[config.mk]
export PLATFORM = sky130hd
export DESIGN_NAME = ysyx_22050039_ifu
export DESIGN_NICKNAME = d
export VERILOG_FILES = /design/src/rtl/ysyx_22050039_ifu.sv
export SDC_FILE = /design/constraint.sdc
export NUM_CORES = 1
export LEC_CHECK = 0
export CAP_MARGIN = 20
export CORE_MARGIN = 1.5
export CORE_UTILIZATION = 44
export DETAILED_ROUTE_END_ITERATION = 10
export GPL_TIMING_DRIVEN = 1
export PLACE_DENSITY = 0.82
export SYNTH_ARGS = -nofsm -noshare
export SYNTH_HDL_FRONTEND = slang
export SYNTH_SLANG_ARGS = --single-unit
[constraint.sdc]
create_clock -name clk -period 2.98 [get_ports clk]
set_input_delay 0.745 -clock clk [delete_from_list [all_inputs] [get_ports clk]]
set_output_delay 0.745 -clock clk [all_outputs]
set_load 0.005 [all_outputs]
[src/rtl/ysyx_22050039_ifu.sv]
// ysyx_22050039_ifu: instruction fetch unit, one outstanding word fetch,
// hands inst+pc to decode over valid/ready and takes next-PC redirects.
// Ports:
//   clk, rst            clock, async active-low reset
//   imem_req_valid/ready/addr   fetch request channel (addr == pc)
//   imem_rsp_valid/data         fetch response (single-cycle pulse)
//   inst, pc, inst_valid, inst_ready   decode handshake
//   pc_wen, pc_wdata, halt      retire-time redirect / ebreak stop
//   fetch_fault, halted         sticky misaligned-target flag, halt status
module ysyx_22050039_ifu #(
   parameter int                XLEN     = 64,
   parameter int                INST_LEN = 32,
   parameter logic [XLEN-1:0]   RESET_PC = 64'h0000_0000_8000_0000
) (
   input  logic                clk,
   input  logic                rst,
   output logic                imem_req_valid,
   input  logic                imem_req_ready,
   output logic [XLEN-1:0]     imem_addr,
   input  logic                imem_rsp_valid,
   input  logic [INST_LEN-1:0] imem_rsp_data,
   output logic [INST_LEN-1:0] inst,
   output logic [XLEN-1:0]     pc,
   output logic                inst_valid,
   input  logic                inst_ready,
   input  logic                pc_wen,
   input  logic [XLEN-1:0]     pc_wdata,
   input  logic                halt,
   output logic                fetch_fault,
   output logic                halted
);

   typedef enum logic [1:0] {
      S_REQ,
      S_WAIT,
      S_OUT,
      S_HALT
   } state_t;

   state_t              r_state;
   state_t              w_state_nxt;
   logic [XLEN-1:0]     r_pc;
   logic [XLEN-1:0]     w_pc_nxt;
   logic [INST_LEN-1:0] r_inst;
   logic                r_fault;
   logic                w_ld_inst;
   logic                w_set_fault;

   always_comb begin
      w_state_nxt = r_state;
      w_pc_nxt    = r_pc;
      w_ld_inst   = 1'b0;
      w_set_fault = 1'b0;
      unique case (r_state)
         S_REQ: begin
            if (imem_req_ready)
               w_state_nxt = S_WAIT;
         end
         S_WAIT: begin
            if (imem_rsp_valid) begin
               w_ld_inst   = 1'b1;
               w_state_nxt = S_OUT;
            end
         end
         S_OUT: begin
            if (inst_ready) begin
               // halt outranks a redirect; a misaligned
               // target stops fetch without moving pc
               if (halt) begin
                  w_state_nxt = S_HALT;
               end else if (pc_wen && (pc_wdata[1:0] != 2'b00)) begin
                  w_set_fault = 1'b1;
                  w_state_nxt = S_HALT;
               end else begin
                  w_pc_nxt    = pc_wen ? pc_wdata
                                       : r_pc + XLEN'(4);
                  w_state_nxt = S_REQ;
               end
            end
         end
         S_HALT: begin
            w_state_nxt = S_HALT;
         end
      endcase
   end

   always_ff @(posedge clk or negedge rst) begin
      if (!rst) begin
         r_state <= S_REQ;
         r_pc    <= RESET_PC;
         r_inst  <= '0;
         r_fault <= 1'b0;
      end else begin
         r_state <= w_state_nxt;
         r_pc    <= w_pc_nxt;
         if (w_ld_inst)
            r_inst <= imem_rsp_data;
         if (w_set_fault)
            r_fault <= 1'b1;
      end
   end

   // request is masked while reset is held so nothing
   // escapes to memory before the FSM is released
   assign imem_req_valid = rst && (r_state == S_REQ);
   assign imem_addr      = r_pc;
   assign pc             = r_pc;
   assign inst           = r_inst;
   assign inst_valid     = (r_state == S_OUT);
   assign halted         = (r_state == S_HALT);
   assign fetch_fault    = r_fault;

endmodule

# == After elaboration in Yosys (flattened, before gate mapping) ==
# Cells that the tools add are included.
# op_classes
add_sub_neg,1
n_eq_ne,6
bitwise,2
n_reduce_logical,6
muxes,13
# op_table
op,n
"adder 64 x 3 -> 64 bit, second input constant",1
two-way mux 64 bit,1
two-way mux 2 bit,5
case mux 2 bit (4 select lines),1
two-way mux 1 bit,6
"== test 2 bit, second input constant",2
"inequality test 2 bit, second input constant",2
AND reduction 4 bit,1
AND reduction 3 bit,1
"== test 2 x 1 -> 1 bit, second input constant",1
logical AND 1 bit,2
logical NOT 2 bit,1
"inequality test 2 x 1 -> 1 bit, second input constant",1
inverter 1 bit,2
nonzero test 2 bit,1
# totals
register_bits,99
output_inout_bits,164
word_cells,32
in_bits,103

# == Depth between registers and ports, before layout ==
# Gate-level depths: netlist of the first run.
# logic_depth
ltp_word,6
depth_mapped,7

# == Worst setup path after synthesis of the first run ==
# Ideal clock, no wire load.
# synth_timing
path_type,reg-to-reg
startpoint,register r_pc[2] (netlist: imem_addr[2])
endpoint,register r_pc[56] (netlist: imem_addr[56])
t_required_ns,2.858
path_buffers,1
setup_time_ns,0.122
path_stages_with_launch,8
synth_period_minus_slack_ns,2.635
arrival_ns,2.514
slack_ns,0.345
path_cell_list,dfrtp_1 ha_1 nand3_1 or4_4 or3_1 buf_2 or4_1 o2111a_1
# synth_via
elab_chain_len,2
# synth_lines
element,line,source
from (decl),42,logic [XLEN-1:0] r_pc;
from (signal assigned),95,r_pc <= w_pc_nxt;
adder 64 x 3 -> 64 bit,76,: r_pc + XLEN'(4);
two-way mux 64 bit,75,w_pc_nxt = pc_wen ? pc_wdata
# Every way passes these cells.
# A chain may end at the register's enable or synchronous reset.

# == Final worst setup path of the first run ==
# Ends and elaborated chain as after synthesis.

==> results of run 1 <==
worst paths after layout:
path / cells after the start / end / startpoint
max in group asynchronous: 3 / imem_addr[59] / rst
setup reg to reg: 6 / imem_addr[56] / imem_addr[2]
min in group asynchronous: 2 / imem_addr[9] / rst
setup / recovery: 6 / imem_addr[56] / imem_addr[2]
hold / removal: 1 / fetch_fault / fetch_fault
hold reg to reg: 1 / fetch_fault / fetch_fault
cell type report:
type / instances / share of cell area [%]
Multi-Input combinational cell: 496 / 34.68
Timing Repair Buffer: 306 / 32.42
Tap cell: 180 / 2.439
Clock buffer: 9 / 2.439
Clock inverter: 5 / 0.6098
Sequential cell: 99 / 26.85
Inverter: 14 / 0.5692
cell usage in the layout, fill, tap and decap left out, types with 6 or more instances in the layout:
master	netlist	final
nand3_1	38	38
nand4_1	33	33
o22ai_1	16	16
nor3_1	23	23
a211oi_1	10	10
nand2_1	68	68
nor2_1	40	39
a221oi_1	6	6
o21ai_0	26	26
inv_1	14	14
clkdlybuf4s50_1	0	264
buf_4	64	38
a22oi_1	14	14
nor4_1	22	22
clkbuf_16	0	9
and2_1	6	6
a21oi_1	31	31
or4_1	10	10
mux2_2	35	35
mux2i_1	28	28
and3_1	19	19
dfrtp_1	98	98
or3_1	8	8
registers in the layout (all words and copies together) (netlist names):
signal       flops
inst            32
fetch_fault      1
r_state          2
imem_addr       64
power by group:
group          internal [mW]  switching (mW)  total (mW)
Clock                  0.641           0.530        1.17
Sequential              1.65           0.281        1.93
Combinational           1.06           0.491        1.55
worst max-delay path: cells and delay by family, from the launching register on:
family | cells | cell delay, ns
compound gates | 1 | 0.15
fa+ha+maj | 1 | 0.23
flops | 1 | 0.36
simple gates | 4 | 1.76
metal layers:
metal  global-route usage [%]  up-vias  wire length [um]
li1                         -     3036                 -
met1                    38.35     3206              8942
met2                    45.52      371             10360
met3                    4.797       30              1705
met4                    8.621        0               408
met5                        0        -                 0
cell families after synthesis:
group / synth area share, %
buffers and inverters: 11.11
AOI/OAI and AO/OA: 14.31
adders and majority gates: 0.1965
DFF: 38.94
xor gates and xnor gates: 0.1376
and+or+nand+nor: 24.53
muxes: 10.77
==> results by group, run 1 <==
Floorplan
  • Top Ports: 267
  • Core ar.: 13990 um2
  • Starting density of the core: 45.50%
  • Row cnt: 43
  • Die H: 123.3 um
  • Die area: 15200 um2
  • Die width: 123.3 um

Setup path
  • Ordered list of cells on the worst path: ha_1, nand3_1, or4_4, or3_1, or4_1, o2111a_1
  • R2R setup slack: 0.36 ns
  • Critical path fanouts, max: 7
  • Startpoint Class: flop
  • Critical Path Sink Type: flop
  • Crit Path Class: reg2reg
  • Critical path arrival: 2.86 ns
  • Worst EP required: 3.22 ns
  • Critical-path cell with the highest stage delay: or4_4
  • CP max stage delay: 0.56 ns

Detailed routing
  • DRC: 0
  • DRT Wirelength: 21410 um
  • 1st-iter DRT viols: 502
  • TritonRoute pass-1 iters: 7
  • Total number of vias: 6643
  • ANT nets after route: 0
  • Wirelength per Cell: 19.31 um
  • Vias per std cell: 5.990

Clock network
  • H-tree level count: 3
  • Total CTS buffers: 9
  • Clk sink count: 99
  • Gates resized, CTS repair: 0
  • CTS tree: done
  • Hold-fix buffers at CTS: 0
  • Worst-Skew Late Latency: 0.36 ns
  • Post-CTS Setup Inserts: 0
  • Root Buffer: clkbuf_16
  • Reg clk slew, reported paths: 0.07 ns
  • CTS max path bufs: 2

Timing
  • RSZ-0062 raised after global routing: false
  • Fin worst setup slack: 0.3632 ns
  • Final period util: 87.81%
  • Worst-margin pin slew: 0.8047 ns
  • Fin Hold WS: 0.4565 ns
  • Slew headroom: 45.86%
  • Final setup viols: 0
  • Final setup skew: 0.004423 ns
  • Max-slew violations: 0
  • Final min period: 2.617 ns
  • Max Fclk: 382.1 MHz
  • TNS Setup: 0 ns
  • Fin. Hold Viols: 0

Logic synthesis
  • Commonest cells post-synth: dfrtp_1, nand2_1, buf_4, nor2_1
  • Post-synth EDFFs: 0
  • Post-synthesis async set-or-reset flop share: 100.0%
  • Synth top area cells: dfrtp_1, buf_4, mux2_2
  • Syn avg cell area: 8.865 um2
  • Netlist cell types: 59
  • Cells after Synth: 718
  • Most frequent cell after synthesis: dfrtp_1
  • Cell Area, Synth: 6365 um2
  • Register bit total from synthesis: 99
  • Yosys warning count: 0
  • Synth top area share: 38.53%
  • Largest area contributor in the netlist: dfrtp_1
  • Main synth FF type: dfrtp_1
  • Sequential share of the synthesized area: 38.94%
  • Syn Nets: 822

Final layout
  • Fin area: 9233 um2
  • Cell Count, Final, Fillers Out: 1109
  • Final Util: 66.00%
  • # diodes: 0
  • Area occupied by multi-input gates: 3202 um2
  • Share of cells above drive strength 1: 11.41%
  • Nets: 1030
  • Area grow syn2layout: 45.06%
  • Fillers: 1157
  • Seq. cell area: 2479 um2

Placed design
  • Port bufs: 266
  • Routability congestion estimate: 0.9068
  • Post-place instance area: 8951 um2
  • Detailed-placement wirelength estimate: 15630 um
  • Post-Place Cells: 1095
  • Post-place setup slack: 0.1378 ns

Global route
  • First-pass GRT wire length: 32840 um
  • Number of global-route vias before repair: 6220
  • Total gr overflow: 0
  • Initial antenna violation count: 0
  • Largest net degree at the start of global routing: 56
  • Total GRT Usage: 28.03%

Status
  • Status: finished clean

Pwr
  • Power Density: 503.4 nW/um2
  • Tot Pwr: 4.648 mW
  • VDD IR max: 0.3108 mV
  • Static Leak: 3.628 nW

Flow run
  • MaxCap Viol Count: 0

Min path
  • Min-Delay Path Class: reg2reg
Power figures use the tool's default switching activity.
==> run 2, diff against run 1 <==
--- a/config.mk
+++ b/config.mk
@@ -6,11 +6,13 @@
 export NUM_CORES = 1
 export LEC_CHECK = 0
 export CAP_MARGIN = 20
+export CELL_PAD_IN_SITES_DETAIL_PLACEMENT = 1
+export CELL_PAD_IN_SITES_GLOBAL_PLACEMENT = 1
 export CORE_MARGIN = 1.5
-export CORE_UTILIZATION = 44
+export CORE_UTILIZATION = 31
 export DETAILED_ROUTE_END_ITERATION = 10
 export GPL_TIMING_DRIVEN = 1
-export PLACE_DENSITY = 0.82
+export PLACE_DENSITY = 0.86
 export SYNTH_ARGS = -nofsm -noshare
 export SYNTH_HDL_FRONTEND = slang
 export SYNTH_SLANG_ARGS = --single-unit
==> run 2 against run 1 <==
  * First-iteration DRC count is 16% lower
  * Critical path depth fell by 1
  * Cell area is 1.8% higher
  * Clock-buffer cell count unchanged
  * Sequential power up 2%
  * Combinational power is essentially flat
  * Die area is 41% higher
  * Maximum frequency fell by 2.3%
  * Sequential share of layout area is 0.48 points lower
  * Clock power up 8%
  * Worst hold slack improved by 0.016 ns
  * Utilization down 19 points
==> results by group, run 2 (same netlist as run 1, synthesis figures left out) <==
Final layout
  • Max reg flops: 64
  • Most common cell after layout, fill and taps aside: clkdlybuf4s50_1
  • Share of cells above drive strength 1: 11.88%
  • Area grow syn2layout: 47.69%
  • # diodes: 0
  • Nets: 1033
  • Most frequent cells in the layout: clkdlybuf4s50_1, dfrtp_1, nand2_1

Timing
  • Worst-margin pin slew: 0.7754 ns
  • Final setup viols: 0
  • Fin. Hold Viols: 0
  • Slew headroom: 48.30%
  • Max Fclk: 373.4 MHz
  • Max-slew violations: 0
  • Final period util: 89.88%
  • Final min period: 2.678 ns
  • TNS Setup: 0 ns
  • Final setup skew: 0.008305 ns
  • Fin Hold WS: 0.4720 ns
  • RSZ-0062 raised after global routing: false

Setup path
  • Startpoint Class: flop
  • Reg2Reg Depth: 5
  • Ordered list of cells on the worst path: nand4_4, or4_4, or3_1, or4_1, o2111a_1
  • Critical-path cell with the highest stage delay: or4_4
  • R2R setup slack: 0.30 ns
  • Critical path launch point: imem_addr[13]
  • Worst EP required: 3.24 ns
  • CP max stage delay: 0.61 ns
  • Critical path arrival: 2.94 ns
  • Worst reg2reg endpoint: imem_addr[56]
  • R2R Path Start: imem_addr[13]
  • Critical Path Sink Type: flop
  • Worst setup path end: imem_addr[56]
  • Crit Path Class: reg2reg
  • Critical path fanouts, max: 8

Global route
  • Initial antenna violation count: 0
  • Total gr overflow: 0
  • Total GRT Usage: 23.90%
  • Number of global-route vias before repair: 6842
  • Largest net degree at the start of global routing: 58
  • First-pass GRT wire length: 40120 um

Clock network
  • Root Buffer: clkbuf_16
  • H-tree level count: 3
  • CTS tree: done
  • Reg clk slew, reported paths: 0.08 ns
  • Post-CTS Setup Inserts: 0
  • Gates resized, CTS repair: 0
  • Clk sink count: 99
  • Worst-Skew Late Latency: 0.37 ns
  • Hold-fix buffers at CTS: 0
  • Total CTS buffers: 9
  • CTS max path bufs: 2

Detailed routing
  • Vias per std cell: 5.543
  • TritonRoute pass-1 iters: 5
  • Total number of vias: 6674
  • DRT Wirelength: 25830 um
  • Wirelength per Cell: 21.45 um
  • ANT nets after route: 0
  • DRC: 0
  • 1st-iter DRT viols: 422

Floorplan
  • Starting density of the core: 31.56%
  • Die area: 21400 um2
  • Die H: 146.3 um
  • Core ar.: 20170 um2
  • Die width: 146.3 um
  • Row cnt: 52
  • Top Ports: 267

Pwr
  • VDD IR max: 0.2196 mV
  • Static Leak: 3.661 nW
  • Tot Pwr: 4.793 mW
  • Power Density: 509.9 nW/um2

Flow run
  • MaxCap Viol Count: 0

Status
  • Status: finished clean

Min path
  • Min-Delay Path Class: reg2reg

Placed design
  • Routability congestion estimate: 0.8923
  • Port bufs: 266
  • Detailed-placement wirelength estimate: 19610 um
-- run 2: worst min-delay path by stage --
stage / from / endpoint / slack, ns / cells after the start
6_report: fetch_fault / fetch_fault / 0.47 / 1
3_5_place_dp: fetch_fault / fetch_fault / 0.46 / 1
5_1_grt: fetch_fault / fetch_fault / 0.50 / 1
2_1_floorplan: rst / fetch_fault / 0.45 / 0
3_3_place_gp: fetch_fault / fetch_fault / 0.44 / 1
4_1_cts: fetch_fault / fetch_fault / 0.48 / 1
-- run 2: final cells by class --
type	count	area [um2]
clock inverter	7	88.84
fill	2311	10770
sequential	99	2479
clock buffer	9	225.2
multi-input combinational	496	3202
inverter	14	52.55
timing repair buffer	309	3015
tap	270	337.8
-- run 2: metrics by stage --
stage	setup WS, ns	instance area, um2	instances	utilization, %
3_3_place_gp	0.2293	9086	1188	45.05
4_1_cts	0.2988	9400	1204	46.61
5_1_grt	0.2083	9400	1204	46.61
6_report	0.3017	9400	1204	46.61
2_1_floorplan	0.3446	6365	718	-
3_5_place_dp	0.1988	9086	1188	45.05
-- run 2: worst max-delay path: cells and delay by family (launching register included) --
kind,cells,cell delay (ns)
compound gates,1,0.14
flops,1,0.55
simple gates,4,1.88
-- run 2: report_power, final --
group / internal, mW / total (mW) / switching (mW)
clock network: 0.608 / 1.26 / 0.654
logic: 1.06 / 1.57 / 0.510
registers: 1.65 / 1.97 / 0.317
total: 3.31 / 4.79 / 1.48
-- run 2: metal layers --
layer | routed length [um] | up-vias | global-route usage [%]
li1 | - | 3021 | -
met1 | 10660 | 3326 | 30.24
met2 | 12940 | 298 | 41.71
met3 | 1879 | 29 | 4.656
met4 | 342 | 0 | 6.111
met5 | 0 | - | 0
==> run 3, diff against run 2 <==
--- a/config.mk
+++ b/config.mk
@@ -11,6 +11,7 @@
 export CORE_MARGIN = 1.5
 export CORE_UTILIZATION = 31
 export DETAILED_ROUTE_END_ITERATION = 10
+export GPL_ROUTABILITY_DRIVEN = 0
 export GPL_TIMING_DRIVEN = 1
 export PLACE_DENSITY = 0.86
 export SYNTH_ARGS = -nofsm -noshare
==> results of run 3 <==
No change in the layout: final DEF, timing and power equal those of run 2.
